==> src/rtl/reg_file_scoreboard.sv <==
// ---------------------------------------------------------------------------
// reg_file_scoreboard
//
// Register file for the 16-bit datapath, fed by the write-back data select.
// It provides two combinational read ports with same-cycle write-to-read
// bypass. It also keeps a per-register busy scoreboard that blocks issue on
// RAW and WAW hazards until the producing write-back arrives.
//
// Ports:
//   clk        system clock, rising-edge state updates
//   rst_n      asynchronous active-low reset (clears data, busy, count)
//   ReadReg1/2 source register indices
//   ReadData1/2 combinational, bypassed read data (index 0 reads 0)
//   SrcUse1/2  issuing instruction really consumes the matching source
//   RegWrite   write-back valid; WriteReg / WriteData give target and value
//   IssueValid instruction attempting issue; IssueDest its destination (0 = none)
//   Stall      combinational hazard stall
//   BusyCount  registered popcount of the busy vector
// ---------------------------------------------------------------------------
module reg_file_scoreboard #(
   parameter int DATA_WIDTH     = 16,
   parameter int REG_ADDR_WIDTH = 3,
   parameter int CNT_WIDTH      = 4
) (
   input  logic                      clk,
   input  logic                      rst_n,
   input  logic [REG_ADDR_WIDTH-1:0] ReadReg1,
   input  logic [REG_ADDR_WIDTH-1:0] ReadReg2,
   output logic [DATA_WIDTH-1:0]     ReadData1,
   output logic [DATA_WIDTH-1:0]     ReadData2,
   input  logic                      SrcUse1,
   input  logic                      SrcUse2,
   input  logic                      RegWrite,
   input  logic [REG_ADDR_WIDTH-1:0] WriteReg,
   input  logic [DATA_WIDTH-1:0]     WriteData,
   input  logic                      IssueValid,
   input  logic [REG_ADDR_WIDTH-1:0] IssueDest,
   output logic                      Stall,
   output logic [CNT_WIDTH-1:0]      BusyCount
);

   localparam int NUM_REGS = 2 ** REG_ADDR_WIDTH;

   logic [DATA_WIDTH-1:0] regs_reg [NUM_REGS];
   logic [NUM_REGS-1:0]   busy_reg;
   logic [NUM_REGS-1:0]   busy_next;
   logic [CNT_WIDTH-1:0]  busy_count_reg;
   logic [CNT_WIDTH-1:0]  busy_count_next;

   logic wb_valid;
   logic wb_hit1;
   logic wb_hit2;
   logic wb_hitw;
   logic hz1;
   logic hz2;
   logic hzw;
   logic issue_accept;

   // A write-back to index 0 is discarded everywhere (data, bypass, busy clear).
   assign wb_valid = RegWrite && (WriteReg != '0);

   assign wb_hit1 = wb_valid && (WriteReg == ReadReg1);
   assign wb_hit2 = wb_valid && (WriteReg == ReadReg2);
   assign wb_hitw = wb_valid && (WriteReg == IssueDest);

   // Index 0 reads zero, and its storage is never written, so no bypass is
   // needed for it.
   assign ReadData1 = (ReadReg1 == '0) ? '0 : (wb_hit1 ? WriteData : regs_reg[ReadReg1]);
   assign ReadData2 = (ReadReg2 == '0) ? '0 : (wb_hit2 ? WriteData : regs_reg[ReadReg2]);

   // A write-back landing this cycle resolves the hazard on its register.
   // busy_reg[0] is constant 0, so index 0 never creates a hazard.
   assign hz1 = SrcUse1 && busy_reg[ReadReg1] && !wb_hit1;
   assign hz2 = SrcUse2 && busy_reg[ReadReg2] && !wb_hit2;
   assign hzw = (IssueDest != '0) && busy_reg[IssueDest] && !wb_hitw;

   assign Stall        = IssueValid && (hz1 || hz2 || hzw);
   assign issue_accept = IssueValid && !Stall && (IssueDest != '0);
   assign BusyCount    = busy_count_reg;

   generate
      for (genvar gi = 0; gi < NUM_REGS; gi++) begin : g_reg
         if (gi == 0) begin : g_zero
            // Register 0 is hardwired: constant storage, never busy.
            assign regs_reg[gi]  = '0;
            assign busy_next[gi] = 1'b0;
            always_ff @(posedge clk or negedge rst_n) begin
               if (!rst_n) begin
                  busy_reg[gi] <= 1'b0;
               end else begin
                  busy_reg[gi] <= 1'b0;
               end
            end
         end else begin : g_live
            logic wr_sel;
            logic set_sel;

            assign wr_sel  = wb_valid && (WriteReg == REG_ADDR_WIDTH'(gi));
            assign set_sel = issue_accept && (IssueDest == REG_ADDR_WIDTH'(gi));

            // When a new producer issues in the same cycle as the old one
            // writes back, the new producer owns the register: set wins.
            assign busy_next[gi] = set_sel ? 1'b1 : (wr_sel ? 1'b0 : busy_reg[gi]);

            always_ff @(posedge clk or negedge rst_n) begin
               if (!rst_n) begin
                  regs_reg[gi] <= '0;
                  busy_reg[gi] <= 1'b0;
               end else begin
                  if (wr_sel) begin
                     regs_reg[gi] <= WriteData;
                  end
                  busy_reg[gi] <= busy_next[gi];
               end
            end
         end
      end
   endgenerate

   always_comb begin
      busy_count_next = '0;
      for (int i = 0; i < NUM_REGS; i++) begin
         busy_count_next = busy_count_next + CNT_WIDTH'(busy_next[i]);
      end
   end

   always_ff @(posedge clk or negedge rst_n) begin
      if (!rst_n) begin
         busy_count_reg <= '0;
      end else begin
         busy_count_reg <= busy_count_next;
      end
   end

endmodule

==> config.mk <==
export PLATFORM = sky130hd
export DESIGN_NAME = reg_file_scoreboard
export DESIGN_NICKNAME = d
export VERILOG_FILES = /design/src/rtl/reg_file_scoreboard.sv
export SDC_FILE = /design/constraint.sdc
export NUM_CORES = 1
export LEC_CHECK = 0
export BUFFER_PORTS_ARGS = -buffer_cell sky130_fd_sc_hd__buf_4
export CAP_MARGIN = 20
export CORE_UTILIZATION = 25
export CTS_BUF_LIST = sky130_fd_sc_hd__clkbuf_4
export CTS_CLUSTER_DIAMETER = 80
export DETAILED_ROUTE_END_ITERATION = 8
export PLACE_DENSITY_LB_ADDON = 0.2
export SYNTH_ARGS = -nofsm -noshare
export SYNTH_HDL_FRONTEND = slang
export SYNTH_SLANG_ARGS = --single-unit
==> constraint.sdc <==
create_clock -name clk -period 3.39 [get_ports clk]
set_clock_uncertainty 0.15 [all_clocks]
set_input_delay 0.339 -clock clk [delete_from_list [all_inputs] [get_ports clk]]
set_output_delay 0.339 -clock clk [all_outputs]
set_load 0.01 [all_outputs]
* Word level (Yosys, flattened, before mapping)
Cells that the tools add are included.
Word-level totals: register bits after elaboration 123, bits in latches 0, memory bits (writable) 0, ROM bits 0, bits of input ports 34, memories kept 0
Cells by class: add/subtract/negate cells 6, multiply operators 0, div/mod/pow operators 0, order comparisons 5, equality and inequality tests 17, shifts and indexed selects 0, mux-type cells 30, bitwise logic cells 2, reductions and logical operators 37
Operators by type and width (number):
- two-way mux 16 bit | 8
- binary-select mux 16 bit (select 3 bit) | 2
- logical AND 1 bit | 27
- equality test 3 bit, second input constant | 8
- two-way mux 1 bit | 17
- adder 4 x 1 -> 4 bit | 3
- equality test 3 x 2 -> 1 bit, second input constant | 4
- < comparator 3 x 4 -> 1 bit, second input constant | 3
- binary-select mux 1 bit (select 3 bit) | 3
- equality test 3 bit | 3
- >= comparator 4 bit, second input constant | 2
- inverter 3 -> 4 bit | 2
- equality test 3 x 1 -> 1 bit, second input constant | 2
- logical NOT 3 bit | 2
- nonzero test 3 bit | 2
- adder 3 x 1 -> 4 bit | 1
- logical NOT 1 bit | 4
- adder 2 x 1 -> 3 bit | 1
- adder 1 x 1 -> 2 bit | 1
- logical OR 1 bit | 2

* Logic depth before layout (Yosys ltp)
depth in word-level cells 19, depth in mapped cells 16, mapped depth without buffers 13

* Worst setup path after synthesis
OpenSTA, ideal clock, no wires.
kind input port to flip-flop, start in IssueDest[0], end reg busy_count_reg[2] (netlist: BusyCount[2]), arrival time 3.343 ns, required time 3.117 ns, slack -0.226 ns, cell stages on the path 13, path buffers 1, cell sequence buf_2 -> mux4_2 -> o31ai_1 -> and2_1 -> nor3b_2 -> a32oi_1 -> fa_1 -> fa_1 -> inv_1 -> ha_1 -> inv_1 -> fa_1 -> xnor2_1
Between the ends: cells in the longest elaborated chain, start to end 17
RTL lines:
- start, declared | RTL line 37 | input logic [REG_ADDR_WIDTH-1:0] IssueDest,
- binary-select mux 1 bit (select 3 bit) or equality test 3 bit (tied branches) | RTL line 75, 64
- two-way mux 1 bit (not written as such) or logical AND 1 bit (tied branches) | RTL line 75, 64
- logical AND 1 bit or logical NOT 1 bit (tied branches) | RTL line 75 | assign hzw = (IssueDest != '0) && busy_reg[IssueDest] && !wb_hitw;
- logical AND 1 bit | RTL line 75
- logical OR 1 bit | RTL line 77 | assign Stall = IssueValid && (hz1 || hz2 || hzw);
- logical AND 1 bit | RTL line 77
- logical NOT 1 bit | RTL line 78 | assign issue_accept = IssueValid && !Stall && (IssueDest != '0);
- logical AND 1 bit (2 in series) | RTL line 78
- logical AND 1 bit | RTL line 99 | assign set_sel = issue_accept && (IssueDest == REG_ADDR_WIDTH'(gi));
- two-way mux 1 bit | RTL line 103 | assign busy_next[gi] = set_sel ? 1'b1 : (wr_sel ? 1'b0 : busy_reg[gi]);
- adder 1 x 1 -> 2 bit | RTL line 123 | busy_count_next = busy_count_next + CNT_WIDTH'(busy_next[i]);
- adder 2 x 1 -> 3 bit | RTL line 123
- adder 3 x 1 -> 4 bit | RTL line 123
- adder 4 x 1 -> 4 bit (2 in series) | RTL line 123
- adder 4 x 1 -> 4 bit * | RTL line 123
- named net busy_count_next[2] | RTL line 48 | logic [CNT_WIDTH-1:0] busy_count_next;
- end signal, assigned | RTL line 131 | busy_count_reg <= busy_count_next;
- end, declared | RTL line 47 | logic [CNT_WIDTH-1:0] busy_count_reg;
The timed path passes the listed nets; every way through them passes the cells marked *. The select of a mux whose other input is x is not followed. A chain may end at the register's enable or synchronous reset.

* Final worst setup path
start reg busy_reg[3], end reg busy_count_reg[1] (netlist: BusyCount[1])
Between the ends: cells in the longest elaborated chain, start to end 18
RTL lines:
- start, declared | RTL line 45 | logic [NUM_REGS-1:0] busy_reg;
- start signal, assigned by index | RTL line 113 | busy_reg[gi] <= busy_next[gi];
- binary-select mux 1 bit (select 3 bit) (on tied branches) | RTL line 73, 74
- two-way mux 1 bit (on tied branches) | RTL line 73, 74
- logical AND 1 bit (on tied branches) (2 in series) | RTL line 73, 74
- logical OR 1 bit (2 in series) | RTL line 77
- logical AND 1 bit | RTL line 77
- logical NOT 1 bit | RTL line 78
- logical AND 1 bit (2 in series) | RTL line 78
- logical AND 1 bit | RTL line 99
- two-way mux 1 bit | RTL line 103
- adder 1 x 1 -> 2 bit | RTL line 123
- adder 2 x 1 -> 3 bit | RTL line 123
- adder 3 x 1 -> 4 bit | RTL line 123
- adder 4 x 1 -> 4 bit (2 in series) | RTL line 123
- adder 4 x 1 -> 4 bit * | RTL line 123
- named net busy_count_next[1] | RTL line 48
Marks and branches as above.

==> impl_metrics.py <==
metrics = {
    "place": {
        "gp_congestion": 0.7664,
        "place_ws_ns": -0.3964,
        "place_inst": 1054,
        "dp_hpwl_mm": 14.29,
        "numPortBuffers": 70,
    },
    "synthesis": {
        "ys_ff_latch": 123,
        "syn-instance-count": 612,
        "syn-num-nets": 653,
        "synth_edf_count": 0,
        "syn_area_per_cell_sq_um": 11.95,
        "synth_top_flop_cell": "dfrtp_1",
        "synth.distinct_cells": 50,
        "synthesis.area_sq_um": 7311,
        "async_flop_share": 1.000,
        "yosysSeqAreaShare": 0.4210,
        "yosysWarnings": 0,
    },
    "setup_path": {
        "end_kind": "register",
        "worstPathArrival_ns": 3.88,
        "cp-start-kind": "register",
        "cp_slowest_stage_delay_ns": 0.57,
        "critPathKind": "register to register",
        "cpMaxStageDelayCell": "fa_1",
        "ff2ff_path_depth": 12,
        "required_ns": 3.70,
        "cp_cell_sequence": "mux2_4, a221o_1, nand4_1, a2bb2oi_4, a32oi_2, fa_1, fa_1, inv_1, ha_2, inv_2, fa_2, inv_2",
        "path_max_fanout": 5,
    },
    "global_route": {
        "grt_pass1_vias": 6077,
        "overflow": 0,
        "grt_pass1_wl_mm": 35.06,
        "grt_usage": 0.1532,
        "grt_max_degree": 60,
        "antenna_found_initial": 1,
    },
    "sta": {
        "finalHoldViolCount": 0,
        "finalSetupViolCount": 2,
        "fin_crit_ns": 3.568,
        "max_freq_mhz": 280.2,
        "hold_ws_ns": 0.2148,
        "drv_slew": 0,
        "rsz0062_at_grt": "yes",
        "tns_ns": -0.3018,
        "worst_slack_ns": -0.1785,
        "slew_headroom": 0.4604,
        "worst_pin_slew_ns": 0.8094,
        "period_share": 1.053,
    },
    "detailed_routing": {
        "drc": 0,
        "drt_pass1_iterations": 4,
        "antenna_left": 0,
        "wl_per_cell_microns": 19.85,
        "drt_iter0_drc": 284,
        "vias": 5412,
        "routed_wl_mm": 22.12,
        "viasPerCell": 4.858,
    },
    "power": {
        "irDropWorstVdd_uv": 223.0,
        "power-per-cell-area_nw_per_um2": 554.0,
        "p_leak_uw": 0.003798,
    },
    "floorplan": {
        "fp.dieW_microns": 173.0,
        "dieHeight_microns": 173.0,
        "core_area_sq_um": 28700,
        "rows": 62,
        "io_pins": 71,
        "die_area_sq_um": 29930,
        "start_util": 0.2547,
    },
    "final_layout": {
        "final_layout_size_suffix_gt1_frac": 0.4993,
        "largest_reg_flops": 112,
        "syn2layout_area_growth_pct": 24.35,
        "post-route-util": 0.3167,
        "final_nets": 757,
        "fillerInstances": 2917,
        "stdcell_count": 1114,
    },
    "clocking": {
        "cts_max_path_buffers": 2,
        "cts_tree": "built",
        "h-tree-depth": 4,
        "clock-sinks": 123,
        "cts_buffers": 17,
        "cts_root_buf": "clkbuf_4",
        "clk_latency_ns": 0.55,
        "clkSlewWorstSetupHoldPaths_ns": 0.12,
    },
    "job": {
        "max_cap_viol_count": 0,
    },
    "worst_hold_path": {
        "min-delay-path-class": "input port to register",
        "whs_path_depth": 4,
    },
    "status": {
        "outcome": "complete, but fails checks",
        "violations": "setup timing",
    },
}
==> cells in the mapped netlist (2+ instances only) <==
cell type,number,area [sq um]
mux4_2,33,743.2
mux2_2,146,1644
a32oi_1,3,26.28
a21oi_1,34,170.2
nand3_1,2,10.01
nor2b_1,5,31.28
nand4_1,2,12.51
ha_1,4,50.05
xor2_1,8,70.07
o21ai_0,32,160.2
nor3b_2,2,25.02
clkbuf_1,32,120.1
dfrtp_1,123,3078
buf_4,6,45.04
nand2_1,35,131.4
nor2_1,33,123.9
o21ai_1,2,10.01
inv_1,10,37.54
a22oi_1,34,255.2
mux2i_1,4,40.04
buf_6,2,22.52
a32o_1,5,50.05
and3_1,3,18.77
fa_1,3,60.06
buf_2,24,120.1
==> placed cells by master, fill, tap and decap left out, types with 2 or more instances in the layout <==
cell           instances
clkinv_1               2
ha_1                   3
o21ai_0               32
xor2_1                 7
nor4_4                 2
a22oi_1               33
a32o_1                 5
a21oi_1               34
bufinv_16              5
dlygate4sd3_1         18
clkinvlp_4             2
nand2_1               35
nor2_1                33
inv_1                  8
clkbuf_4              17
inv_2                  2
nand4_1                2
nand3_1                2
mux4_2                33
mux2i_1                4
o21ai_1                2
buf_4                132
clkinv_4               3
nor2b_1                5
inv_6                  2
dfrtp_1              123
mux2_2               146
fa_1                   2
a32oi_2                2
and3_1                 3
==> critical path: cells and delay by family (launching register included) <==
family                     cells  cell delay (ns)
muxes                          1             0.26
buffers and inverters          3             0.14
adders and majority gates      4             1.67
AOI/OAI and AO/OA              3             0.72
DFF                            1             0.40
and+or+nand+nor                1             0.14
==> metrics by stage <==
stage	total power [uW]	cell area [sq um]
floorplan	3109	7380
global placement	3650	8452
detailed placement	3728	8452
CTS	5077	9066
global route	5366	9091
finish	5036	9091
==> final timing paths <==
path,start,to,slack [ns]
worst min register to register,regs_reg[100],regs_reg[100],0.39
worst min-delay path,IssueDest[2],busy_reg[3],0.21
max in group asynchronous,rst_n,regs_reg[75],1.96
worst max register to register,busy_reg[3],BusyCount[1],-0.18
worst max-delay path,busy_reg[3],BusyCount[1],-0.18
min in group asynchronous,rst_n,regs_reg[84],0.25
==> layer usage <==
layer	GRT usage	vias to the layer above	routed length [microns]
met2	0.2596	112	10960
met3	0.02551	19	872
li1	-	2471	-
met4	0.05199	0	311
met1	0.1974	2810	9970
met5	0	-	0
==> cell families (layout without fill, tap and decap cells) <==
logic type,Yosys count,after routing,share of synthesized area
compound gates,121,121,0.1080
fa+ha+maj,7,7,0.01506
xor+xnor,9,9,0.01078
simple gates,92,92,0.06264
flops,123,123,0.4210
buf+inv,76,193,0.04843
other cells,0,1,0
mux,184,184,0.3341
==> timing repair <==
item | 4_1_cts | 5_1_grt
hold buffers | 18 | 0
endpoints found under the setup margin | 2 | 2
setup buffers | 8 | 1
gates cloned | 0 | 0
pin swaps | 4 | 2
resized for setup | 3 | 4
hold endpoints to repair | 170 | 0
==> final cells by class <==
| cell class | instances | area [sq um] | share of cell area |
|---|---|---|---|
| tap | 384 | 480.5 | 0.05285 |
| timing repair buffer | 151 | 1191 | 0.1310 |
| antenna | 1 | 2.502 | 0.0002753 |
| inverter | 10 | 37.54 | 0.004129 |
| clock buffer | 17 | 127.6 | 0.01404 |
| clock inverter | 15 | 221.5 | 0.02436 |
| sequential | 123 | 3078 | 0.3386 |
| multi-input combinational | 413 | 3953 | 0.4348 |
==> report_power, final <==
part / leakage [uW] / switching (uW) / total (uW) / internal [uW]
Clock: 0.000178 / 612 / 1270 / 660
Sequential: 0.00148 / 241 / 2050 / 1810
Combinational: 0.00214 / 740 / 1710 / 974
(Power assumes the default switching activity.)
